### config.mk
export PLATFORM = sky130hd
export DESIGN_NAME = latch_word_tx_flat
export DESIGN_NICKNAME = d
export VERILOG_FILES = /design/src/rtl/latch_word_tx_if.sv /design/src/rtl/latch_word_tx.sv /design/src/flat_wrapper.sv
export SDC_FILE = /design/constraint.sdc
export NUM_CORES = 1
export LEC_CHECK = 0
export ABC_CLOCK_PERIOD_IN_PS = 2900
export CAP_MARGIN = 15
export CELL_PAD_IN_SITES_DETAIL_PLACEMENT = 1
export CELL_PAD_IN_SITES_GLOBAL_PLACEMENT = 2
export CORE_MARGIN = 2
export CORE_UTILIZATION = 36
export CTS_CLUSTER_SIZE = 10
export DETAILED_ROUTE_END_ITERATION = 10
export PLACE_DENSITY = 0.91
export SYNTH_ARGS = -nofsm -noshare
export SYNTH_HDL_FRONTEND = slang
export SYNTH_SLANG_ARGS = --single-unit
### constraint.sdc
create_clock -name clk -period 2.9 [get_ports clk]
set_input_delay 0.435 -clock clk [delete_from_list [all_inputs] [get_ports clk]]
set_output_delay 0.435 -clock clk [all_outputs]
set_load 0.01 [all_outputs]
### src/rtl/latch_word_tx_if.sv
// latch_word_tx_if: word handshake plus the (D, C) latch-drive pair of latch_word_tx.
interface latch_word_tx_if #(
    parameter int WIDTH = 8
);
    logic [WIDTH-1:0] data;
    logic             valid;
    logic             ready;
    logic             D;
    logic             C;
    logic             busy;
    logic             done;
    modport master (output data, valid, input ready, D, C, busy, done);
    modport slave  (input data, valid, output ready, D, C, busy, done);
endinterface

### src/rtl/latch_word_tx.sv
// latch_word_tx: shifts a word LSB first onto (D, C) so a D-latch chain captures each bit.
module latch_word_tx #(
    parameter int WIDTH       = 8,
    parameter int HALF_PERIOD = 2
) (
    input logic             clk,
    input logic             rst,
    latch_word_tx_if.slave  bus
);
    localparam int PW = $clog2(HALF_PERIOD + 1);
    localparam int BW = $clog2(WIDTH);
    localparam logic [PW-1:0] PH_LAST  = PW'(HALF_PERIOD - 1);
    localparam logic [BW-1:0] BIT_LAST = BW'(WIDTH - 1);

    typedef enum logic [2:0] {IDLE, SETUP, STROBE, HOLD, DONE} state_t;

    state_t           state_q, state_d;
    logic [PW-1:0]    phase_q, phase_d;
    logic [BW-1:0]    bit_q, bit_d;
    logic [WIDTH-1:0] sh_q, sh_d;
    logic             ready_q, ready_d, busy_q, busy_d, done_q, done_d, c_q, c_d, d_q, d_d;
    logic             fire;

    assign fire = bus.valid && ready_q;

    always_comb begin
        state_d = state_q;
        phase_d = phase_q;
        bit_d   = bit_q;
        sh_d    = sh_q;
        unique case (state_q)
            IDLE, DONE: begin
                state_d = fire ? SETUP : IDLE;
                if (fire) begin
                    sh_d    = bus.data;
                    bit_d   = '0;
                    phase_d = '0;
                end
            end
            SETUP: begin
                state_d = (phase_q == PH_LAST) ? STROBE : SETUP;
                phase_d = (phase_q == PH_LAST) ? '0 : phase_q + 1'b1;
            end
            STROBE: begin
                state_d = (phase_q == PH_LAST) ? HOLD : STROBE;
                phase_d = (phase_q == PH_LAST) ? '0 : phase_q + 1'b1;
            end
            HOLD: begin
                state_d = (bit_q == BIT_LAST) ? DONE : SETUP;
                if (bit_q != BIT_LAST) begin
                    sh_d    = sh_q >> 1;
                    bit_d   = bit_q + 1'b1;
                    phase_d = '0;
                end
            end
            default: state_d = IDLE;
        endcase
        // outputs are registered from the next state, so D only moves on SETUP entry
        ready_d = (state_d == IDLE) || (state_d == DONE);
        busy_d  = !ready_d;
        done_d  = state_d == DONE;
        c_d     = state_d == STROBE;
        d_d     = busy_d && sh_d[0];
    end

    always_ff @(posedge clk or posedge rst) begin
        if (rst) begin
            state_q <= IDLE;
            phase_q <= '0;
            bit_q   <= '0;
            sh_q    <= '0;
            ready_q <= 1'b1;
            busy_q  <= 1'b0;
            done_q  <= 1'b0;
            c_q     <= 1'b0;
            d_q     <= 1'b0;
        end else begin
            state_q <= state_d;
            phase_q <= phase_d;
            bit_q   <= bit_d;
            sh_q    <= sh_d;
            ready_q <= ready_d;
            busy_q  <= busy_d;
            done_q  <= done_d;
            c_q     <= c_d;
            d_q     <= d_d;
        end
    end

    assign bus.ready = ready_q;
    assign bus.busy  = busy_q;
    assign bus.done  = done_q;
    assign bus.C     = c_q;
    assign bus.D     = d_q;
endmodule

### src/flat_wrapper.sv
// flat-port wrapper written by rule: the top's interface ports become plain ports
module latch_word_tx_flat 
#(
    parameter int WIDTH       = 8,
    parameter int HALF_PERIOD = 2
)
  (clk, rst, bus_data, bus_valid, bus_ready, bus_D, bus_C, bus_busy, bus_done);
  latch_word_tx_if #(.WIDTH(WIDTH)) bus_i ();
  input logic clk;
  input logic rst;
  input wire logic [$bits(bus_i.data)-1:0] bus_data;
  input wire logic [$bits(bus_i.valid)-1:0] bus_valid;
  output wire logic [$bits(bus_i.ready)-1:0] bus_ready;
  output wire logic [$bits(bus_i.D)-1:0] bus_D;
  output wire logic [$bits(bus_i.C)-1:0] bus_C;
  output wire logic [$bits(bus_i.busy)-1:0] bus_busy;
  output wire logic [$bits(bus_i.done)-1:0] bus_done;
  assign bus_i.data = bus_data;
  assign bus_i.valid = bus_valid;
  assign bus_ready = bus_i.ready;
  assign bus_D = bus_i.D;
  assign bus_C = bus_i.C;
  assign bus_busy = bus_i.busy;
  assign bus_done = bus_i.done;
  latch_word_tx #(.WIDTH(WIDTH), .HALF_PERIOD(HALF_PERIOD)) u_core (.clk(clk), .rst(rst), .bus(bus_i));
endmodule
==> results of run 1 <==
-- layout by cell type, fill, tap and decap left out, drive strengths merged, types with 3 or more instances in the layout --
| cell type | synthesis | layout |
|---|---|---|
| dfrtp | 20 | 20 |
| nor2 | 3 | 3 |
| nand3 | 9 | 9 |
| nand2 | 8 | 8 |
| clkbuf | 1 | 3 |
| a22o | 3 | 3 |
| a22oi | 7 | 7 |
| inv | 3 | 3 |
| clkdlybuf4s50 | 0 | 15 |
| o21ai | 3 | 3 |
-- per-layer routing --
| metal | vias up | track usage (%) | wire length, µm |
|---|---|---|---|
| li1 | 323 | - | - |
| met1 | 337 | 19.0 | 896 |
| met2 | 13 | 17.5 | 836 |
| met3 | 4 | 1.86 | 59 |
| met4 | 0 | 7.14 | 43 |
| met5 | - | 0 | 0 |
-- per-stage QoR --
| stage | std cells | instance area (µm²) |
|---|---|---|
| global placement | 122 | 1120 |
| global route | 126 | 1140 |
| CTS | 126 | 1140 |
| floorplan | 84 | 981 |
| detailed placement | 122 | 1120 |
| finish | 126 | 1140 |
-- worst min-delay path by stage --
stage	to	start	slack, ns	cells after the start
2_1_floorplan	u_core.bit_q[0]$_DFFE_PP0P_	rst	0.41	1
3_3_place_gp	u_core.sh_q[3]$_DFFE_PP0P_	u_core.sh_q[4]$_DFFE_PP0P_	0.47	2
3_5_place_dp	u_core.sh_q[5]$_DFFE_PP0P_	u_core.sh_q[6]$_DFFE_PP0P_	0.49	2
4_1_cts	u_core.bit_q[0]$_DFFE_PP0P_	u_core.bit_q[0]$_DFFE_PP0P_	0.51	1
5_1_grt	u_core.sh_q[5]$_DFFE_PP0P_	u_core.sh_q[6]$_DFFE_PP0P_	0.54	2
6_report	u_core.bit_q[0]$_DFFE_PP0P_	u_core.bit_q[0]$_DFFE_PP0P_	0.51	1
-- flip-flops by register name, summed over array words and instances (netlist names) --
name	cells
u_core.sh_q	8
u_core.bit_q	3
u_core.state_q	3
u_core.phase_q	2
u_core.bus.C	1
u_core.bus.D	1
u_core.bus.busy	1
u_core.bus.done	1
u_core.bus.ready	1
-- power groups by stage --
stage | registers (µW) | clock network, µW | logic (µW)
floorplan | 468 | 0 | 331
global placement | 508 | 0 | 363
detailed placement | 515 | 0 | 383
CTS | 509 | 145 | 384
global route | 526 | 156 | 423
finish | 508 | 144 | 377
-- logic make-up (layout without fill, tap and decap cells) --
family	Yosys count	after routing	synth area share, %
simple gates	29	29	18.5
compound gates	21	21	18.0
flops	21	21	53.7
buf+inv	10	22	6.38
fa+ha+maj	2	2	2.55
xor+xnor	1	1	0.893
-- layout make-up --
cell class,instances,area share (%)
inverter,3,0.984
sequential,21,46.0
clock buffer,3,1.97
timing repair buffer,15,13.1
multi-input combinational,53,34.2
clock inverter,1,0.437
tap,30,3.28
==> summary.txt, run 1 <==
Routing
  • Via-per-instance ratio: 5.37
  • Post-detailed-route DRC marker count: 0
  • Via count: 677
  • Number of nets with antenna violations after routing: 0
  • First drt pass iteration count: 4
  • Routed wire per std cell: 14.6 µm
  • Total Routed Length: 1840 µm
  • Number of violations reported at the end of detailed-routing iteration 0: 5

GRT
  • Global-route wire length before repair: 3160 µm
  • Number of global-route vias before repair: 641
  • Antenna violations before repair: 0
  • Largest net degree at the start of global routing: 22
  • All-layer global routing usage: 12.8%
  • Sum of overflow across all layers after global routing: 0

Timing
  • Transition time at the pin with the least slew margin: 0.793 ns
  • Endpoints failing hold: 0
  • Worst slew margin: 47.1%
  • Setup WS post-layout: 1.05 ns
  • Tcrit/Tclk final: 63.8%
  • Setup-failing EPs final: 0
  • Unrepaired setup endpoints after global routing: no
  • Post-route minimum period: 1.85 ns
  • Number of slew-limit violations in the final report: 0
  • Sum of negative setup slack: 0 ns
  • Maximum clock rate: 0.540 GHz
  • Worst clock skew: 0.00373 ns
  • Smallest hold slack: 0.509 ns

Worst setup path
  • Maximum net fanout on the critical path: 4
  • Critical Path Sink: bus_ready
  • Cell count along the critical path: 1
  • Capture point of the worst reg-to-reg path: u_core.bit_q[2]$_DFFE_PP0P_
  • CP arrival: 1.42 ns
  • Path type of the worst setup path: flip-flop to output port
  • Standard cell with the maximum stage delay on the critical path: sky130_fd_sc_hd__dfstp_2
  • CP peak stage delay: 0.57 ns
  • Cell-by-cell trace of the critical path: clkdlybuf4s50_1
  • Critical path data required time: 2.47 ns
  • Launching point of the worst reg2reg path: u_core.bit_q[0]$_DFFE_PP0P_
  • Kind of launch point of the worst setup path: flip-flop
  • Combined buffer and inverter count along the critical path: 1
  • Depth of the most critical reg-to-reg path: 5
  • Critical path startpoint: u_core.bus.ready$_DFF_PP1_
  • Crit. End Element: output port
  • Cell type group with the largest total delay on the critical path: flip-flops
  • R2R setup slack: 1.11 ns

Placed design
  • Detailed placer's ending HPWL: 1330 µm
  • Routability Congestion: 0.713
  • Worst Setup Slack post-DPL: 0.993 ns
  • Port-buffer cells: 15

Power and ir drop
  • Sequential share of power: 49.4%
  • Combinational share of power: 36.6%
  • Maximum vdd drop: 0.409 mV
  • NetSw: 376 µW
  • Leak Pwr: 0.000526 µW
  • Clock network fraction of design power: 14.0%
  • Switching portion of total power: 36.5%
  • Power Density: 898 nW/µm²
  • Total power after layout: 1030 µW
  • Internal cell power: 653 µW

Synthesis
  • Leading area contributor after synthesis: sky130_fd_sc_hd__dfrtp_1
  • Number of distinct library cell variants in the gate-level netlist after synthesis: 32
  • Synth cell count leaders: sky130_fd_sc_hd__dfrtp_1 (20), sky130_fd_sc_hd__nand3_1 (9), sky130_fd_sc_hd__nand2_1 (8)
  • Most common cell in the synthesized netlist: sky130_fd_sc_hd__dfrtp_1
  • Gate count after technology mapping: 84
  • Mapped Nets: 97
  • Post-Syn Area: 981 µm²
  • Number of warning messages in the yosys log: 0
  • Proportion of synthesized chip area in sequential cells: 53.7%
  • Commonest register cell after synthesis: sky130_fd_sc_hd__dfrtp_1
  • Top cell type's share of synthesized area: 51.0%
  • Number of flops mapped to enable cells by yosys: 0
  • Flip-flop and latch count after synthesis: 21
  • Area contributors post-synth: sky130_fd_sc_hd__dfrtp_1 (51%), sky130_fd_sc_hd__nand3_1 (4.6%), sky130_fd_sc_hd__a22oi_1 (4.6%)
  • Async S/R FF share, synth: 100%
  • Post-Synthesis Mean Instance Area: 11.7 µm²

Clock tree
  • Max Buffers Root-to-Sink: 2
  • Clock slew seen by the registers of the worst setup and hold paths: 0.12 ns
  • Number of clock sinks: 21
  • Cts bufs inserted: 3
  • TritonCTS clock tree: done
  • Skew-Pair Late Insertion Delay: 0.30 ns
  • Depth of the CTS H-tree: 1
  • Post_cts resized: 0
  • CTS root buf: sky130_fd_sc_hd__clkbuf_4
  • Post-CTS repair timing setup buffer count: 0
  • Total of hold buffers inserted after clock tree synthesis: 0

Floorplan
  • Vertical extent of the die: 56.2 µm
  • IO Count: 16
  • Starting Density: 38.9%
  • Floorplan core area: 2520 µm²
  • Overall die area: 3160 µm²
  • Number of core rows: 18
  • Width of the die: 56.2 µm

Run status
  • Result of the run: completed

Flow run
  • Count of max-cap constraint violations: 0

Finish
  • # nets final: 110
  • Share of cells above drive strength 1: 10.4%
  • Layout overhead on the synthesized area: 16.7%
  • Area occupied by registers: 527 µm²
  • Footprint of the multi-input gates: 392 µm²
  • Final Core Density: 45.4%
  • Fill cells: 295
  • # diodes: 0

Hold path
  • Worst hold path type: flip-flop to flip-flop
Power figures use the tool's default switching activity.
==> run 2, diff against run 1 <==
Settings changed: ABC_CLOCK_PERIOD_IN_PS 2900 to 1840, CORE_UTILIZATION 36 to 33, PLACE_DENSITY 0.91 to 0.85.
Clock period 2.9 ns to 1.84 ns, I/O delays scaled along.
==> summary.txt, run 2 (synthesized netlist as in run 1, its figures left out) <==
Floorplan
  • Floorplan core area: 2780 µm² (+10%)
  • Overall die area: 3420 µm² (+8.4%)
  • Starting Density: 35.3% (-3.6 points)
  • Vertical extent of the die: 58.5 µm (+4.1%)
  • IO Count: 16 (unchanged)
  • Width of the die: 58.5 µm (+4.1%)
  • Number of core rows: 19 (+1)

GRT
  • Sum of overflow across all layers after global routing: 0 (unchanged)
  • All-layer global routing usage: 14.0% (+1.2 points)
  • Number of global-route vias before repair: 776 (+21%)
  • Largest net degree at the start of global routing: 15 (-32%)
  • Global-route wire length before repair: 3620 µm (+15%)
  • Antenna violations before repair: 0 (unchanged)

Flow run
  • Count of max-cap constraint violations: 0 (unchanged)

Timing
  • Sum of negative setup slack: 0 ns (unchanged)
  • Post-route minimum period: 1.71 ns
  • Unrepaired setup endpoints after global routing: no
  • Number of slew-limit violations in the final report: 0 (unchanged)
  • Tcrit/Tclk final: 93.0%
  • Worst slew margin: 68.8% (+22 points)
  • Worst clock skew: 0.00900 ns (+0.00527 ns)
  • Endpoints failing hold: 0 (unchanged)
  • Transition time at the pin with the least slew margin: 0.468 ns (-0.325 ns)
  • Setup WS post-layout: 0.128 ns (-0.921 ns)
  • Setup-failing EPs final: 0 (unchanged)
  • Maximum clock rate: 0.584 GHz

Routing
  • Total Routed Length: 2000 µm (+9.0%)
  • Routed wire per std cell: 15.1 µm (+3.3%)
  • Via count: 718 (+6.1%)
  • Number of violations reported at the end of detailed-routing iteration 0: 14 (+9)
  • First drt pass iteration count: 4 (unchanged)
  • Post-detailed-route DRC marker count: 0 (unchanged)
  • Via-per-instance ratio: 5.40 (+0.47%)
  • Number of nets with antenna violations after routing: 0 (unchanged)

Finish
  • Most used cells in the layout excluding fill and tap cells: sky130_fd_sc_hd__dfrtp_1 (20), sky130_fd_sc_hd__clkdlybuf4s50_1 (15), sky130_fd_sc_hd__nand3_1 (9)
  • Layout overhead on the synthesized area: 21.3%
  • # diodes: 0 (unchanged)
  • Leading registers by flop count: u_core.sh_q x8, u_core.bit_q x3, u_core.state_q x3
  • Footprint of the multi-input gates: 392 µm² (unchanged)
  • Largest reg by FF count: u_core.sh_q
  • Fill cells: 314 (+6.4%)
  • Area occupied by registers: 527 µm² (unchanged)
  • # nets final: 116 (+5.5%)
  • Largest register FFs: 8 (unchanged)
  • Share of cells above drive strength 1: 14.7% (+4.3 points)
  • Commonest non-fill, non-tap cell in the layout: sky130_fd_sc_hd__dfrtp_1

Run status
  • Result of the run: completed

Worst setup path
  • Maximum net fanout on the critical path: 4 (unchanged)
  • Cell-by-cell trace of the critical path: clkdlybuf4s50_1
  • Critical path startpoint: u_core.bus.ready$_DFF_PP1_
  • Crit. End Element: output port
  • CP peak stage delay: 0.58 ns (about the same)
  • Combined buffer and inverter count along the critical path: 1 (unchanged)
  • Critical path data required time: 1.56 ns (-0.91 ns)
  • Path type of the worst setup path: flip-flop to output port
  • Standard cell with the maximum stage delay on the critical path: sky130_fd_sc_hd__dfstp_2
  • Launching point of the worst reg2reg path: u_core.bit_q[0]$_DFFE_PP0P_
  • CP arrival: 1.44 ns (+0.02 ns)
  • Cell type group with the largest total delay on the critical path: flip-flops
  • Kind of launch point of the worst setup path: flip-flop

Clock tree
  • Skew-Pair Late Insertion Delay: 0.31 ns (about the same)
  • TritonCTS clock tree: done
  • Number of clock sinks: 21 (unchanged)
  • Cts bufs inserted: 3 (unchanged)
  • Depth of the CTS H-tree: 1 (unchanged)
  • Post-CTS repair timing setup buffer count: 0 (unchanged)
  • Total of hold buffers inserted after clock tree synthesis: 0 (unchanged)
  • Max Buffers Root-to-Sink: 2 (unchanged)
  • Clock slew seen by the registers of the worst setup and hold paths: 0.12 ns (about the same)
  • CTS root buf: sky130_fd_sc_hd__clkbuf_4
  • Post_cts resized: 0 (unchanged)

Power and ir drop
  • Power Density: 1410 nW/µm² (+57%)
  • Maximum vdd drop: 0.663 mV (+62%)
  • Leak Pwr: 0.000551 µW (+4.9%)

Hold path
  • Worst hold path type: primary input to async pin

Placed design
  • Port-buffer cells: 15 (unchanged)
  • Routability Congestion: 0.765 (+7.3%)
  • Detailed placer's ending HPWL: 1510 µm (+14%)
  • Worst Setup Slack post-DPL: 0.201 ns (-0.792 ns)
-- run 2: power by group --
| group | leakage [µW] | total, µW | switching, µW | internal (µW) |
|---|---|---|---|---|
| Clock | 0.0000150 | 228 | 143 | 84.8 |
| Combinational | 0.000269 | 645 | 297 | 348 |
| Sequential | 0.000267 | 805 | 166 | 638 |
-- run 2: layout make-up --
| class | count | area share (%) |
|---|---|---|
| repair buffers | 21 | 16.4 |
| inverters | 3 | 0.946 |
| well taps | 31 | 3.26 |
| flip-flops and latches | 21 | 44.3 |
| clock buffers | 4 | 2.21 |
| multi-input cells | 53 | 32.9 |
-- run 2: path summary, 6_finish.rpt --
check / end / slack [ns] / cells past startpoint
min in group clk: u_core.sh_q[3]$_DFFE_PP0P_ / 0.50 / 2
max: bus_ready / 0.13 / 1
max in group asynchronous: u_core.sh_q[7]$_DFFE_PP0P_ / 1.14 / 3
min reg2reg: u_core.sh_q[3]$_DFFE_PP0P_ / 0.50 / 2
max reg2reg: u_core.bit_q[2]$_DFFE_PP0P_ / 0.18 / 5
min: u_core.state_q[1]$_DFF_PP0_ / 0.20 / 2
-- run 2: metrics by stage --
| stage | instance area [µm²] | utilization [%] | std cells | hold WS (ns) | power (µW) |
|---|---|---|---|---|---|
| detailed placement | 1160 | 41.8 | 129 | 0.488 | 1470 |
| floorplan | 981 | - | 84 | 0.252 | 1260 |
| CTS | 1190 | 42.8 | 133 | 0.220 | 1700 |
| global route | 1190 | 42.8 | 133 | 0.227 | 1820 |
| finish | 1190 | 42.8 | 133 | 0.199 | 1680 |
| global placement | 1160 | 41.8 | 129 | 0.479 | 1430 |
-- run 2: layer usage --
metal	up-vias	global-route usage [%]	part of all wire, %
met5	-	0	0
met4	0	7.97	2.7
met3	5	2.86	3.4
met2	11	21.0	47
met1	365	18.8	47
li1	337	-	-
==> run 3, diff against run 2 <==
--- a/config.mk
+++ b/config.mk
@@ -15,2 +15,3 @@
 export DETAILED_ROUTE_END_ITERATION = 10
+export GPL_TIMING_DRIVEN = 0
 export PLACE_DENSITY = 0.85
==> constraint.sdc (replaced) <==
create_clock -name clk -period 1.84 [get_ports clk]
set_input_delay 0.46 -clock clk [delete_from_list [all_inputs] [get_ports clk]]
set_output_delay 0.46 -clock clk [all_outputs]
set_load 0.01 [all_outputs]
==> summary.txt, run 3 (synthesized netlist as in run 1, its figures left out) <==
Run status
  • Result of the run: completed

Routing
  • Number of nets with antenna violations after routing: 0 (unchanged)
  • Number of violations reported at the end of detailed-routing iteration 0: 7 (-7)
  • Via-per-instance ratio: 5.30 (-1.9%)
  • Post-detailed-route DRC marker count: 0 (unchanged)
  • First drt pass iteration count: 4 (unchanged)
  • Routed wire per std cell: 14.3 µm (-5.3%)
  • Via count: 710 (-1.1%)
  • Total Routed Length: 1910 µm (-4.5%)

Timing
  • Worst slew margin: 46.2% (-23 points)
  • Maximum clock rate: 0.590 GHz (+0.98%)
  • Endpoints failing hold: 0 (unchanged)
  • Number of slew-limit violations in the final report: 0 (unchanged)
  • Unrepaired setup endpoints after global routing: no
  • Post-route minimum period: 1.70 ns (-0.0166 ns)
  • Worst clock skew: 0.00406 ns (-0.00494 ns)
  • Transition time at the pin with the least slew margin: 0.806 ns (+0.338 ns)
  • Sum of negative setup slack: 0 ns (unchanged)
  • Setup-failing EPs final: 0 (unchanged)
  • Tcrit/Tclk final: 92.1% (-0.90 points)

Worst setup path
  • Kind of launch point of the worst setup path: flip-flop
  • Launching point of the worst reg2reg path: u_core.bit_q[0]$_DFFE_PP0P_
  • Critical path startpoint: u_core.bit_q[0]$_DFFE_PP0P_
  • Critical path data required time: 2.04 ns (+0.48 ns)
  • CP arrival: 1.90 ns (+0.46 ns)
  • Path type of the worst setup path: flip-flop to flip-flop
  • Critical Path Sink: u_core.sh_q[7]$_DFFE_PP0P_
  • Crit. End Element: flip-flop
  • Capture point of the worst reg-to-reg path: u_core.sh_q[7]$_DFFE_PP0P_
  • Depth of the most critical reg-to-reg path: 6 (+1)
  • Maximum net fanout on the critical path: 10 (+6)
  • R2R setup slack: 0.14 ns (-0.04 ns)

Finish
  • Share of cells above drive strength 1: 14.6% (-0.14 points)
  • Fill cells: 310 (-1.3%)
  • # diodes: 0 (unchanged)
  • Leading registers by flop count: u_core.sh_q x8, u_core.bit_q x3, u_core.state_q x3
  • Commonest non-fill, non-tap cell in the layout: sky130_fd_sc_hd__dfrtp_1
  • Largest register FFs: 8 (unchanged)
  • Layout overhead on the synthesized area: 22.1%
  • Largest reg by FF count: u_core.sh_q
  • # nets final: 117 (+0.86%)
  • Most used cells in the layout excluding fill and tap cells: sky130_fd_sc_hd__dfrtp_1 (20), sky130_fd_sc_hd__clkdlybuf4s50_1 (14), sky130_fd_sc_hd__nand3_1 (9)

Clock tree
  • Max Buffers Root-to-Sink: 2 (unchanged)
  • Clock slew seen by the registers of the worst setup and hold paths: 0.11 ns (about the same)
  • CTS root buf: sky130_fd_sc_hd__clkbuf_4
  • Cts bufs inserted: 3 (unchanged)
  • Depth of the CTS H-tree: 1 (unchanged)
  • Number of clock sinks: 21 (unchanged)
  • TritonCTS clock tree: done
  • Skew-Pair Late Insertion Delay: 0.30 ns (about the same)
  • Post-CTS repair timing setup buffer count: 0 (unchanged)

Power and ir drop
  • Power Density: 1410 nW/µm² (-0.36%)
  • Maximum vdd drop: 0.762 mV (+15%)
  • Total power after layout: 1680 µW (+0.27%)
  • Leak Pwr: 0.000557 µW (+1.0%)

Floorplan
  • IO Count: 16 (unchanged)
  • Floorplan core area: 2780 µm² (unchanged)
  • Starting Density: 35.3% (unchanged)
  • Number of core rows: 19 (unchanged)
  • Overall die area: 3420 µm² (unchanged)
  • Vertical extent of the die: 58.5 µm (unchanged)
  • Width of the die: 58.5 µm (unchanged)

Hold path
  • Worst hold path type: flip-flop to flip-flop

GRT
  • Antenna violations before repair: 0 (unchanged)
  • Largest net degree at the start of global routing: 22 (+7)
  • Global-route wire length before repair: 3380 µm (-6.7%)
  • Sum of overflow across all layers after global routing: 0 (unchanged)
  • All-layer global routing usage: 13.3% (-0.75 points)
  • Number of global-route vias before repair: 731 (-5.8%)

Placed design
  • Detailed placer's ending HPWL: 1330 µm (-12%)
  • Port-buffer cells: 15 (unchanged)
  • Routability Congestion: 0.692 (-9.6%)

Flow run
  • Count of max-cap constraint violations: 0 (unchanged)
-- run 3: cell count changes in the layout (fill, tap and decap cells not counted) --
cell | before | now
sky130_fd_sc_hd__buf_2 | 0 | 1
sky130_fd_sc_hd__buf_4 | 6 | 2
sky130_fd_sc_hd__buf_6 | 0 | 2
sky130_fd_sc_hd__clkbuf_1 | 1 | 2
sky130_fd_sc_hd__clkbuf_4 | 3 | 4
sky130_fd_sc_hd__clkdlybuf4s50_1 | 15 | 14
sky130_fd_sc_hd__dlygate4sd2_1 | 0 | 1
-- run 3: through the flow --
stage	instances	utilization [%]	instance area, µm²	hold slack, ns	worst slack, ns
5_1_grt	134	43.0	1200	0.542	0.0317
4_1_cts	134	43.0	1190	0.520	0.103
2_1_floorplan	84	-	981	0.436	0.308
6_report	134	43.0	1200	0.512	0.145
3_5_place_dp	130	42.1	1170	0.486	0.0890
3_3_place_gp	130	42.1	1170	0.469	0.129
-- run 3: how the worst min path moves through the flow --
stage | start | end | cells after the start
floorplan | rst | u_core.bit_q[0]$_DFFE_PP0P_ | 1
global placement | u_core.sh_q[6]$_DFFE_PP0P_ | u_core.sh_q[5]$_DFFE_PP0P_ | 2
detailed placement | u_core.bit_q[1]$_DFFE_PP0P_ | u_core.bit_q[1]$_DFFE_PP0P_ | 1
CTS | u_core.sh_q[3]$_DFFE_PP0P_ | u_core.sh_q[2]$_DFFE_PP0P_ | 2
global route | u_core.sh_q[2]$_DFFE_PP0P_ | u_core.sh_q[2]$_DFFE_PP0P_ | 2
finish | u_core.sh_q[7]$_DFFE_PP0P_ | u_core.sh_q[6]$_DFFE_PP0P_ | 2
-- run 3: what timing repair did --
action / 4_1_cts / 5_1_grt
hold buffers: 0 / 0
endpoints found under the setup margin: 1 / 2
pin swaps: 0 / 0
resized for setup: 1 / 1
-- run 3: where the power goes --
part / switching (µW) / internal, µW
clock: 137 / 84.6
combinational: 368 / 356
sequential: 98.6 / 639
-- run 3: worst max-delay path, stage by stage, from the launching register on --
cell and delay [ns]:
sky130_fd_sc_hd__dfrtp_1 0.43, sky130_fd_sc_hd__ha_1 0.21, sky130_fd_sc_hd__ha_1 0.22, sky130_fd_sc_hd__and4bb_1 0.28, sky130_fd_sc_hd__clkbuf_4 0.22, sky130_fd_sc_hd__nor2_2 0.07, sky130_fd_sc_hd__a22o_1 0.18
-- run 3: layout make-up --
type	instances	area (µm²)	share of cell area, %
buffer	7	53.8	4.49
clock buffer	4	26.3	2.19
inverter	3	11.3	0.940
multi-input combinational	53	392	32.7
sequential	21	527	44.0
tap	31	38.8	3.24
timing repair buffer	15	149	12.4
-- run 3: metal layers --
metal,GRT usage (%),vias to the layer above,part of all wire (%)
met5,0,-,0
met4,2.99,0,0.89
met3,4.62,2,3.9
met2,20.7,10,47
met1,17.8,359,48
li1,-,339,-
